$ cat src/rtl/morse_letter_tx_if.sv
// Handshake bundle for the Morse letter transmitter: request side drives
// start/letter/repeat_mode, the transmitter returns out/busy/done/error.
interface morse_letter_tx_if;
    logic       start;
    logic [4:0] letter;
    logic       repeat_mode;
    logic       out;
    logic       busy;
    logic       done;
    logic       error;

    modport master (
        output start, letter, repeat_mode,
        input  out, busy, done, error
    );

    modport slave (
        input  start, letter, repeat_mode,
        output out, busy, done, error
    );
endinterface

$ cat src/rtl/morse_letter_tx.sv
// Morse letter transmitter: looks up an A-Z letter in the ITU table and keys a
// registered on/off output with unit timing, optionally repeating as a beacon.
module morse_letter_tx #(
    parameter int UNIT_CYCLES      = 25000000,
    parameter int DASH_UNITS       = 3,
    parameter int LETTER_GAP_UNITS = 3
) (
    input  logic             clk,
    input  logic             reset,
    morse_letter_tx_if.slave bus
);
    localparam int CW   = (UNIT_CYCLES > 1) ? $clog2(UNIT_CYCLES) : 1;
    localparam int MAXU = (DASH_UNITS > LETTER_GAP_UNITS) ? DASH_UNITS : LETTER_GAP_UNITS;
    localparam int RW   = $clog2(MAXU + 1);
    localparam logic [CW-1:0] CNT_LAST = CW'(UNIT_CYCLES - 1);

    typedef enum logic [1:0] {IDLE, MARK, GAP, LGAP} state_t;

    state_t        state, state_nx;
    logic [CW-1:0] cnt, cnt_nx;
    logic [RW-1:0] rem, rem_nx;
    logic [1:0]    idx, idx_nx;
    logic [1:0]    last, last_nx;
    logic [3:0]    code, code_nx;
    logic          out_nx, busy_nx, done_nx, error_nx;
    logic          tick;

    // Returns {element count - 1, elements}; bit 0 is sent first, 1 = dash.
    function automatic logic [5:0] lookup(input logic [4:0] l);
        case (l)
            5'd0:    lookup = {2'd1, 4'b0010};
            5'd1:    lookup = {2'd3, 4'b0001};
            5'd2:    lookup = {2'd3, 4'b0101};
            5'd3:    lookup = {2'd2, 4'b0001};
            5'd4:    lookup = {2'd0, 4'b0000};
            5'd5:    lookup = {2'd3, 4'b0100};
            5'd6:    lookup = {2'd2, 4'b0011};
            5'd7:    lookup = {2'd3, 4'b0000};
            5'd8:    lookup = {2'd1, 4'b0000};
            5'd9:    lookup = {2'd3, 4'b1110};
            5'd10:   lookup = {2'd2, 4'b0101};
            5'd11:   lookup = {2'd3, 4'b0010};
            5'd12:   lookup = {2'd1, 4'b0011};
            5'd13:   lookup = {2'd1, 4'b0001};
            5'd14:   lookup = {2'd2, 4'b0111};
            5'd15:   lookup = {2'd3, 4'b0110};
            5'd16:   lookup = {2'd3, 4'b1011};
            5'd17:   lookup = {2'd2, 4'b0010};
            5'd18:   lookup = {2'd2, 4'b0000};
            5'd19:   lookup = {2'd0, 4'b0001};
            5'd20:   lookup = {2'd2, 4'b0100};
            5'd21:   lookup = {2'd3, 4'b1000};
            5'd22:   lookup = {2'd2, 4'b0110};
            5'd23:   lookup = {2'd3, 4'b1001};
            5'd24:   lookup = {2'd3, 4'b1101};
            5'd25:   lookup = {2'd3, 4'b0011};
            default: lookup = 6'd0;
        endcase
    endfunction

    assign tick = (cnt == CNT_LAST);

    always_ff @(posedge clk) begin
        if (reset) begin
            state     <= IDLE;
            cnt       <= '0;
            rem       <= '0;
            idx       <= '0;
            last      <= '0;
            code      <= '0;
            bus.out   <= 1'b0;
            bus.busy  <= 1'b0;
            bus.done  <= 1'b0;
            bus.error <= 1'b0;
        end else begin
            state     <= state_nx;
            cnt       <= cnt_nx;
            rem       <= rem_nx;
            idx       <= idx_nx;
            last      <= last_nx;
            code      <= code_nx;
            bus.out   <= out_nx;
            bus.busy  <= busy_nx;
            bus.done  <= done_nx;
            bus.error <= error_nx;
        end
    end

    // The unit counter wraps on every tick and states only change on a tick
    // (or from IDLE, where it is held at zero), so each state starts at count 0.
    always_comb begin
        state_nx = state;
        cnt_nx   = tick ? '0 : cnt + CW'(1);
        rem_nx   = rem;
        idx_nx   = idx;
        last_nx  = last;
        code_nx  = code;
        done_nx  = 1'b0;
        error_nx = 1'b0;

        case (state)
            IDLE: begin
                cnt_nx = '0;
                if (bus.start) begin
                    if (bus.letter <= 5'd25) begin
                        {last_nx, code_nx} = lookup(bus.letter);
                        idx_nx   = 2'd0;
                        rem_nx   = code_nx[0] ? RW'(DASH_UNITS) : RW'(1);
                        state_nx = MARK;
                    end else begin
                        error_nx = 1'b1;
                    end
                end
            end
            MARK: begin
                if (tick) begin
                    if (rem == RW'(1)) begin
                        if (idx != last) begin
                            rem_nx   = RW'(1);
                            state_nx = GAP;
                        end else if (bus.repeat_mode) begin
                            rem_nx   = RW'(LETTER_GAP_UNITS);
                            state_nx = LGAP;
                        end else begin
                            done_nx  = 1'b1;
                            state_nx = IDLE;
                        end
                    end else begin
                        rem_nx = rem - RW'(1);
                    end
                end
            end
            GAP, LGAP: begin
                if (tick) begin
                    if (rem == RW'(1)) begin
                        idx_nx   = (state == GAP) ? idx + 2'd1 : 2'd0;
                        rem_nx   = code[idx_nx] ? RW'(DASH_UNITS) : RW'(1);
                        state_nx = MARK;
                    end else begin
                        rem_nx = rem - RW'(1);
                    end
                end
            end
            default: state_nx = IDLE;
        endcase

        out_nx  = (state_nx == MARK);
        busy_nx = (state_nx != IDLE);
    end
endmodule

$ cat src/flat_wrapper.sv
// flat-port wrapper written by rule: the top's interface ports become plain ports
module morse_letter_tx_flat 
#(
    parameter int UNIT_CYCLES      = 25000000,
    parameter int DASH_UNITS       = 3,
    parameter int LETTER_GAP_UNITS = 3
)
  (clk, reset, bus_start, bus_letter, bus_repeat_mode, bus_out, bus_busy, bus_done, bus_error);
  morse_letter_tx_if bus_i ();
  input  logic clk;
  input  logic reset;
  input wire logic [$bits(bus_i.start)-1:0] bus_start;
  input wire logic [$bits(bus_i.letter)-1:0] bus_letter;
  input wire logic [$bits(bus_i.repeat_mode)-1:0] bus_repeat_mode;
  output wire logic [$bits(bus_i.out)-1:0] bus_out;
  output wire logic [$bits(bus_i.busy)-1:0] bus_busy;
  output wire logic [$bits(bus_i.done)-1:0] bus_done;
  output wire logic [$bits(bus_i.error)-1:0] bus_error;
  assign bus_i.start = bus_start;
  assign bus_i.letter = bus_letter;
  assign bus_i.repeat_mode = bus_repeat_mode;
  assign bus_out = bus_i.out;
  assign bus_busy = bus_i.busy;
  assign bus_done = bus_i.done;
  assign bus_error = bus_i.error;
  morse_letter_tx #(.UNIT_CYCLES(UNIT_CYCLES), .DASH_UNITS(DASH_UNITS), .LETTER_GAP_UNITS(LETTER_GAP_UNITS)) u_core (.clk(clk), .reset(reset), .bus(bus_i));
endmodule
$ cat config.mk
export PLATFORM = sky130hd
export DESIGN_NAME = morse_letter_tx_flat
export DESIGN_NICKNAME = d
export VERILOG_FILES = /design/src/rtl/morse_letter_tx_if.sv /design/src/rtl/morse_letter_tx.sv /design/src/flat_wrapper.sv
export SDC_FILE = /design/constraint.sdc
export NUM_CORES = 1
export LEC_CHECK = 0
export CORE_ASPECT_RATIO = 0.7
export CORE_MARGIN = 2
export CORE_UTILIZATION = 45
export CTS_CLUSTER_DIAMETER = 60
export DETAILED_ROUTE_END_ITERATION = 7
export PLACE_DENSITY = 0.65
export RECOVER_POWER = 25
export SKIP_LAST_GASP = 1
export SYNTH_ARGS = -nofsm -noshare
export SYNTH_HDL_FRONTEND = slang
export SYNTH_SLANG_ARGS = --single-unit
$ cat constraint.sdc
create_clock -name clk -period 2 [get_ports clk]
set_clock_uncertainty 0.05 [all_clocks]
set_input_delay 0.4 -clock clk [delete_from_list [all_inputs] [get_ports clk]]
set_output_delay 0.4 -clock clk [all_outputs]
set_load 0.02 [all_outputs]
# After elaboration in Yosys (flattened, before gate mapping)
# Memories as Yosys holds them, arrays and structs flattened.
# Cells that the tools add are included.
# totals
reg_bits,41
romBits,192
inputBits,9
out_inout_bits,4
word_cells,77
mem_count,1
# classes
add_sub_neg,3
magnitude_cmp,2
n_eq_ne,13
n_mux,33
n_bitwise,5
n_reduce_logical,10
# mem_list
memory,depth,word_bits,read_ports,rd_clocked_by_memory_dff,write_ports,line_no,source
(name not given),32,6,1,0,0,morse_letter_tx.sv:30,case (l)
# ops
cell,n
$mux W2,23
$add A25 B1 Y25 const B,1
$eq A25 B25 Y1 const B,1
$mux W6,3
$pmux W2 S3,2
$reduce_and A5 Y1,2
$ne A2 B1 Y1 const B,4
$eq A2 B1 Y1 const B,3
$reduce_or A3 Y1,2
$le A5 B5 Y1 const B,1
$not A1 Y1,5
$reduce_or A5 Y1,1
$eq A2 B2 Y1 const B,2
$ne A4 B4 Y1 const B,1
$pmux W2 S2,1
$reduce_bool A2 Y1,2
$lt A2 B3 Y1 const B,1
$mux W1,3
$reduce_and A3 Y1,1
$add A2 B1 Y2 const B,1
$bmux W1 S2,1
$logic_not A2 Y1,1
$ne A2 B2 Y1,1
$ne A2 B2 Y1 const B,1
other kinds (2),2

# Longest topological paths before layout
# depth
ltp_word,8
depth_mapped,8
mapped_depth_nobuf,7

# Worst setup path after synthesis
# Ideal clock, no wire load.
# synth_path
kind,input to register
from,input port bus_letter[1]
to,register u_core.idx[0]
setup_ps,117
t_arrival_ps,1800
required_ps,1833
slack_ps,33
path_stages,8
path_buffers,1
path_cell_list,inv_1 ha_1 o21ba_2 o211ai_1 nor2b_1 clkbuf_1 a21oi_2 a32o_1
# synth_via
elab_chain_cells,3
# synth_lines
item,line_no,source
"start, declared",flat_wrapper.sv:13,input wire logic [$bits(bus_i.letter)-1:0] bus_letter;
$le A5 B5 Y1,morse_letter_tx.sv:105,if (bus.letter <= 5'd25) begin
$ne A2 B1 Y1 (no source line),-,
$reduce_and A5 Y1 (no source line),-,
"end signal, assigned",morse_letter_tx.sv:79,idx <= idx_nx;
"end, declared",morse_letter_tx.sv:22,"logic [1:0] idx, idx_nx;"
# Every way passes these cells.
# A chain may end at the register's enable or synchronous reset.

# Final worst setup path
# layout_path
from,input port bus_letter[1]
to,register u_core.rem[1]
# layout_via
elab_chain_cells,8
elab_cells_between_ends,11
classes_between,1 x order compare; 1 x eq/ne; 7 x mux; 1 x reduce/logical; 1 x memory
# layout_lines
item,line_no,source
$mem_v2 Z32 W6,-,
$mux W6,morse_letter_tx.sv:105,
$mux W6,morse_letter_tx.sv:104,if (bus.start) begin
$mux W6,morse_letter_tx.sv:101,case (state)
$mux W2,morse_letter_tx.sv:108,rem_nx = code_nx[0] ? RW'(DASH_UNITS) : RW'(1);
$mux W2,morse_letter_tx.sv:105,
$mux W2,morse_letter_tx.sv:104,
$pmux W2 S3,morse_letter_tx.sv:101,
"end signal, assigned",morse_letter_tx.sv:78,rem <= rem_nx;
"end, declared",morse_letter_tx.sv:21,"logic [RW-1:0] rem, rem_nx;"
# Several ways; a longest one is shown, not always the timed one. The select of a mux whose other input is x is not followed.

==> results.cfg <==
[cells_and_area]
n_antenna_cell = 0
mostFrequentLayoutCells = 40 x dfxtp_1, 38 x buf_4, 37 x nor2_1
layout_commonest_cell = dfxtp_1
drive_above_1_share_pct = 18.4
final_cell_area_um2 = 2920
area_growth_syn_to_layout_pct = 22.5
nets = 344

[cts]
clk_latency_ps = 290
clockBufferDepth = 2
clk_pin_slew_ps = 90
cts_sinks = 41
root_buffer = clkbuf_8
cts_tree = built
cts_buffers = 5
postCtsHoldBufs = 0
cts.htree.levels = 2

[logic_synthesis]
seq_area_frac_synth_pct = 34.4
async_flop_share_pct = 0
postSynthAreaPerCell_um2 = 8.49
synth_area_leaders = dfxtp_1 34%, nor2_1 5.8%, ha_1 5.2%
synth_nets = 300
ys_ff_latch = 41
synth_cell_types = 52
netlist_area_um2 = 2380
synth_area_leader_cell = dfxtp_1
ys.flop_type = dfxtp_1
yosys_warnings = 0
synthCells = 281
synth_top_area_share_pct = 34.4
synth_edf_count = 0

[drt]
drtPass1Iterations = 4
num_vias = 2109
drtIter0Drc = 113
wl_per_cell_um = 12.8
routed_wl_um = 5110
drc = 0
viasPerCell = 5.30
antenna_left = 0

[critical_path]
cpPeakStageDelay_ps = 260
critPathMaxFanout = 7
cp_slowest_cell = a311oi_2
worstPathBufferInverterCount = 3
crit_chain = dlygate4sd2_1, inv_1, ha_1, o21ba_2, o211ai_1, nor2b_1, buf_4, a21o_1, a311oi_2
critPathKind = in -> reg
critical-path-top-delay-family = compound AO/OA/AOI/OAI gates
critPathLaunchType = input pin
critPathArrivalTime_ps = 2020
endpoint_kind = register
required_ps = 2160

[place]
dp_hpwl_um = 3920
dpl_cell_area_um2 = 2830
gp_routability_congestion = 0.847
io_buffers = 12

[timing]
worst_slew_pin_slew_ps = 433
rsz0062_at_grt = false
finalHoldViolations = 0
relSlewSlack_pct = 71.0
clock.fmax_mhz = 539
min_period_ps = 1850
setup_violations = 0
holdWs_ps = 375
slew_viol_final = 0
min_period_over_period_pct = 92.7

[hold_path]
hp-class = reg -> reg

[floorplan]
chipWidth_um = 91.0
die-height_um = 64.9
die_area_um2 = 5910
ios = 13
std_cell_rows = 22
core_um2 = 5170
initial_core_util_pct = 46.1

[power]
p_leak_nw = 1.12
ir_worst_vdd_mv = 0.257
power_density_nw_per_um2 = 560

[grt]
grt_overflow = 0
antenna_found_initial = 0
grt_start_max_net_pins = 26
grt_pass1_wl_um = 9040
grt_pass1_vias = 1932
grt_usage_pct = 18.8

[run]
cap_violations = 0

[outcome]
status = completed
report_power, final:
part           leakage [nW]  switching (mW)  internal, mW
clock network        0.0385           0.286         0.247
registers             0.333          0.0127         0.836
logic                 0.747           0.129         0.123
worst paths after layout:
check | depth (start not counted) | start | slack, ps | endpoint
setup / recovery | 9 | bus_letter[1] | 150 | u_core.rem[1]
hold / removal | 1 | u_core.cnt[0] | 380 | u_core.cnt[0]
setup reg to reg | 8 | u_core.cnt[0] | 160 | u_core.cnt[14]
hold reg to reg | 1 | u_core.cnt[0] | 380 | u_core.cnt[0]
synthesized netlist by cell type (3+ instances only):
master,instances
nand4_1,9
dfxtp_1,41
o221ai_1,4
nor2_1,37
ha_1,10
and4_1,6
xnor2_1,12
inv_1,13
buf_2,3
a21o_1,3
mux2i_1,4
nand3_1,10
nor4_1,3
nand2_1,22
a21oi_1,13
o211ai_1,7
a31oi_1,3
nor3_1,12
nand2b_1,5
clkbuf_1,9
xor2_1,13
nor2b_1,3
final cells by class:
type	instances	area [um^2]
sequential	41	822
clock inverter	1	7.51
clock buffer	7	76.3
inverter	13	48.8
multi-input combinational	213	1450
fill	514	2250
tap	72	90.1
timing repair buffer	51	427
kinds of logic after synthesis:
| kind of cell | synth area share, % |
|---|---|
| muxes | 3.57 |
| buffers and inverters | 4.72 |
| AOI/OAI and AO/OA | 14.3 |
| xor gates and xnor gates | 9.18 |
| adders and majority gates | 5.25 |
| DFF | 34.4 |
| and+or+nand+nor | 28.6 |
routing by layer:
layer  share of wire [%]  track usage (%)
met3                 4.2             4.30
met5                   0                0
met2                  42             27.2
met1                  53             28.3
met4                0.59             3.98
registers in the layout, indices dropped and copies added, names as in the netlist, 2 cells and up:
signal / flops
u_core.last: 2
u_core.idx: 2
u_core.cnt: 25
u_core.rem: 2
u_core.code: 4
u_core.state: 2
timing repair:
| action | in CTS | in global routing |
|---|---|---|
| gates cloned | 0 | 0 |
| gates resized for setup | 3 | 4 |
| buffers inserted | 1 | 0 |
| endpoints found under the setup margin | 8 | 2 |
| pin swaps | 3 | 2 |
stage by stage:
step                      setup WS [ps]  utilization (%)  std cells  total power [mW]  TNS [ps]
after floorplan                    32.6                -        281              1.02         0
after global placement             -397             54.7        389              1.12     -3520
after detailed placement           -459             54.7        389              1.12     -4110
after CTS                          83.6             56.4        398              1.65         0
after global routing               9.39             56.4        398              1.72         0
final                               145             56.4        398              1.63         0
No activity file was read; power rests on OpenSTA's default activity.
==> edit, RTL diff (same settings) <==
`DASH_UNITS` is set to 3 in 2 places; all go to 2.
--- a/src/rtl/morse_letter_tx.sv
+++ b/src/rtl/morse_letter_tx.sv
@@ -4,3 +4,3 @@
     parameter int UNIT_CYCLES      = 25000000,
-    parameter int DASH_UNITS       = 3,
+    parameter int DASH_UNITS       = 2,
     parameter int LETTER_GAP_UNITS = 3
--- a/src/flat_wrapper.sv
+++ b/src/flat_wrapper.sv
@@ -4,3 +4,3 @@
     parameter int UNIT_CYCLES      = 25000000,
-    parameter int DASH_UNITS       = 3,
+    parameter int DASH_UNITS       = 2,
     parameter int LETTER_GAP_UNITS = 3
Formal check against the unedited RTL: same outputs for any inputs over 10 cycles, from zero or initial values and one cycle with reset high; that may be too few to reach the edited logic, so the function may still have changed.
==> edit against the unedited design <==
- the run now ends with setup timing left
- synthesized area fell by 2.6%
- critical path type is now reg2reg
- count of clock-buffer cells in the layout did not move
- cell area rose by 13%
- power rose by 15%
- largest cell class unchanged
- worst setup slack got worse by 0.27 ns
- largest power group unchanged
- wire length rose by 17%
- sequential cell count did not move
- fmax fell by 13%
==> edit: results <==
placement:
  gpl.final_weighted_congestion: 0.8251
  hpwl_um: 3789
cells_and_area:
  drive_gt1_share_pct: 30.35
  final.signal_inverter_count: 11
  final_design_area_no_fill_mm2: 0.003308
  filler_cell_count: 407
  numSequentialCells: 41
  non_clock_buffer_count: 70
  proportion_of_cell_area_occupied_by_multi_input_gates_pct: 49.02
  num-multi-input-gates: 216
  non_clock_buffer_area_share_pct: 18.76
sta:
  max_slew.worst_pin.slew_ns: 0.5342
  report.final.setup_viol: 32
  totalNegativeSetupSlack_ns: -2.892
  setup_slack_ns: -0.1252
outcome:
  status: "finished with violations"
  failed_checks: "setup timing"
route:
  route.final.wire_length_um: 5984
  wl_met2_um: 2722
  drt_first_iter_violations: 159
  post_route_m1_wl_um: 2928
  drt-vias-per-instance: 5.364
  detailroute.wirelength.met3_um: 277
setup_path:
  worst_ep_arrival_time_ns: 2.26
  critPathMaxStageDelay_ns: 0.50
  crit_type: "reg2reg"
  cp_slowest_cell: "or4_1"
  critical_path.max_fanout: 6
global_routing:
  grtUsageMet2_pct: 29.17
  first_global_vias: 1994
  grtUsageMet1_pct: 28.82
  grt_pass1_wl_um: 9246
yosys:
  netlist_area_mm2: 0.002322
  synth.net_count: 297
  postSynthAreaPerCell_um2: 8.353
  post_synth_most_frequent_cells: "dfxtp_1 (41), nor2_1 (35), nand2_1 (27), xor2_1 (15), nand3_1 (14)"
  synth_area_leaders: "dfxtp_1 (35%), nor2_1 (5.7%), xor2_1 (5.7%), ha_1 (5.4%), nand2_1 (4.4%)"
hold_path:
  number_of_cells_traversed_by_the_worst_hold_path: 2
power_and_ir_drop:
  vdd_drop_max_v: 0.0002971
-- edit: repair_timing --
action / CTS / global route
gates resized for setup: 5 / 50
setup buffers: 3 / 1
pin swaps: 5 / 26
cloned: 1 / 3
endpoints found under the setup margin: 37 / 40
-- edit: kinds of logic after synthesis --
| group | count (synthesis) | synth area share (%) |
|---|---|---|
| buffers and inverters | 21 | 4.041 |
| AO/OA/AOI/OAI | 42 | 12.77 |
| AND/OR/NAND/NOR | 135 | 30.71 |
| multiplexers | 4 | 2.317 |
| adder cells (fa/ha/maj) | 10 | 5.388 |
| flip-flops | 41 | 35.34 |
| XOR/XNOR | 25 | 9.429 |
-- edit: report_power, final --
part	switching [mW]	total, mW	internal (mW)
Combinational	0.161	0.319	0.158
Sequential	0.0169	0.854	0.837
Clock	0.296	0.703	0.407
Total	0.474	1.88	1.40
-- edit: critical path, delay by kind of cell (launching register included) --
family        cells  cell delay, ns
flops             1            0.33
simple gates      5            1.45
buf+inv           1            0.18
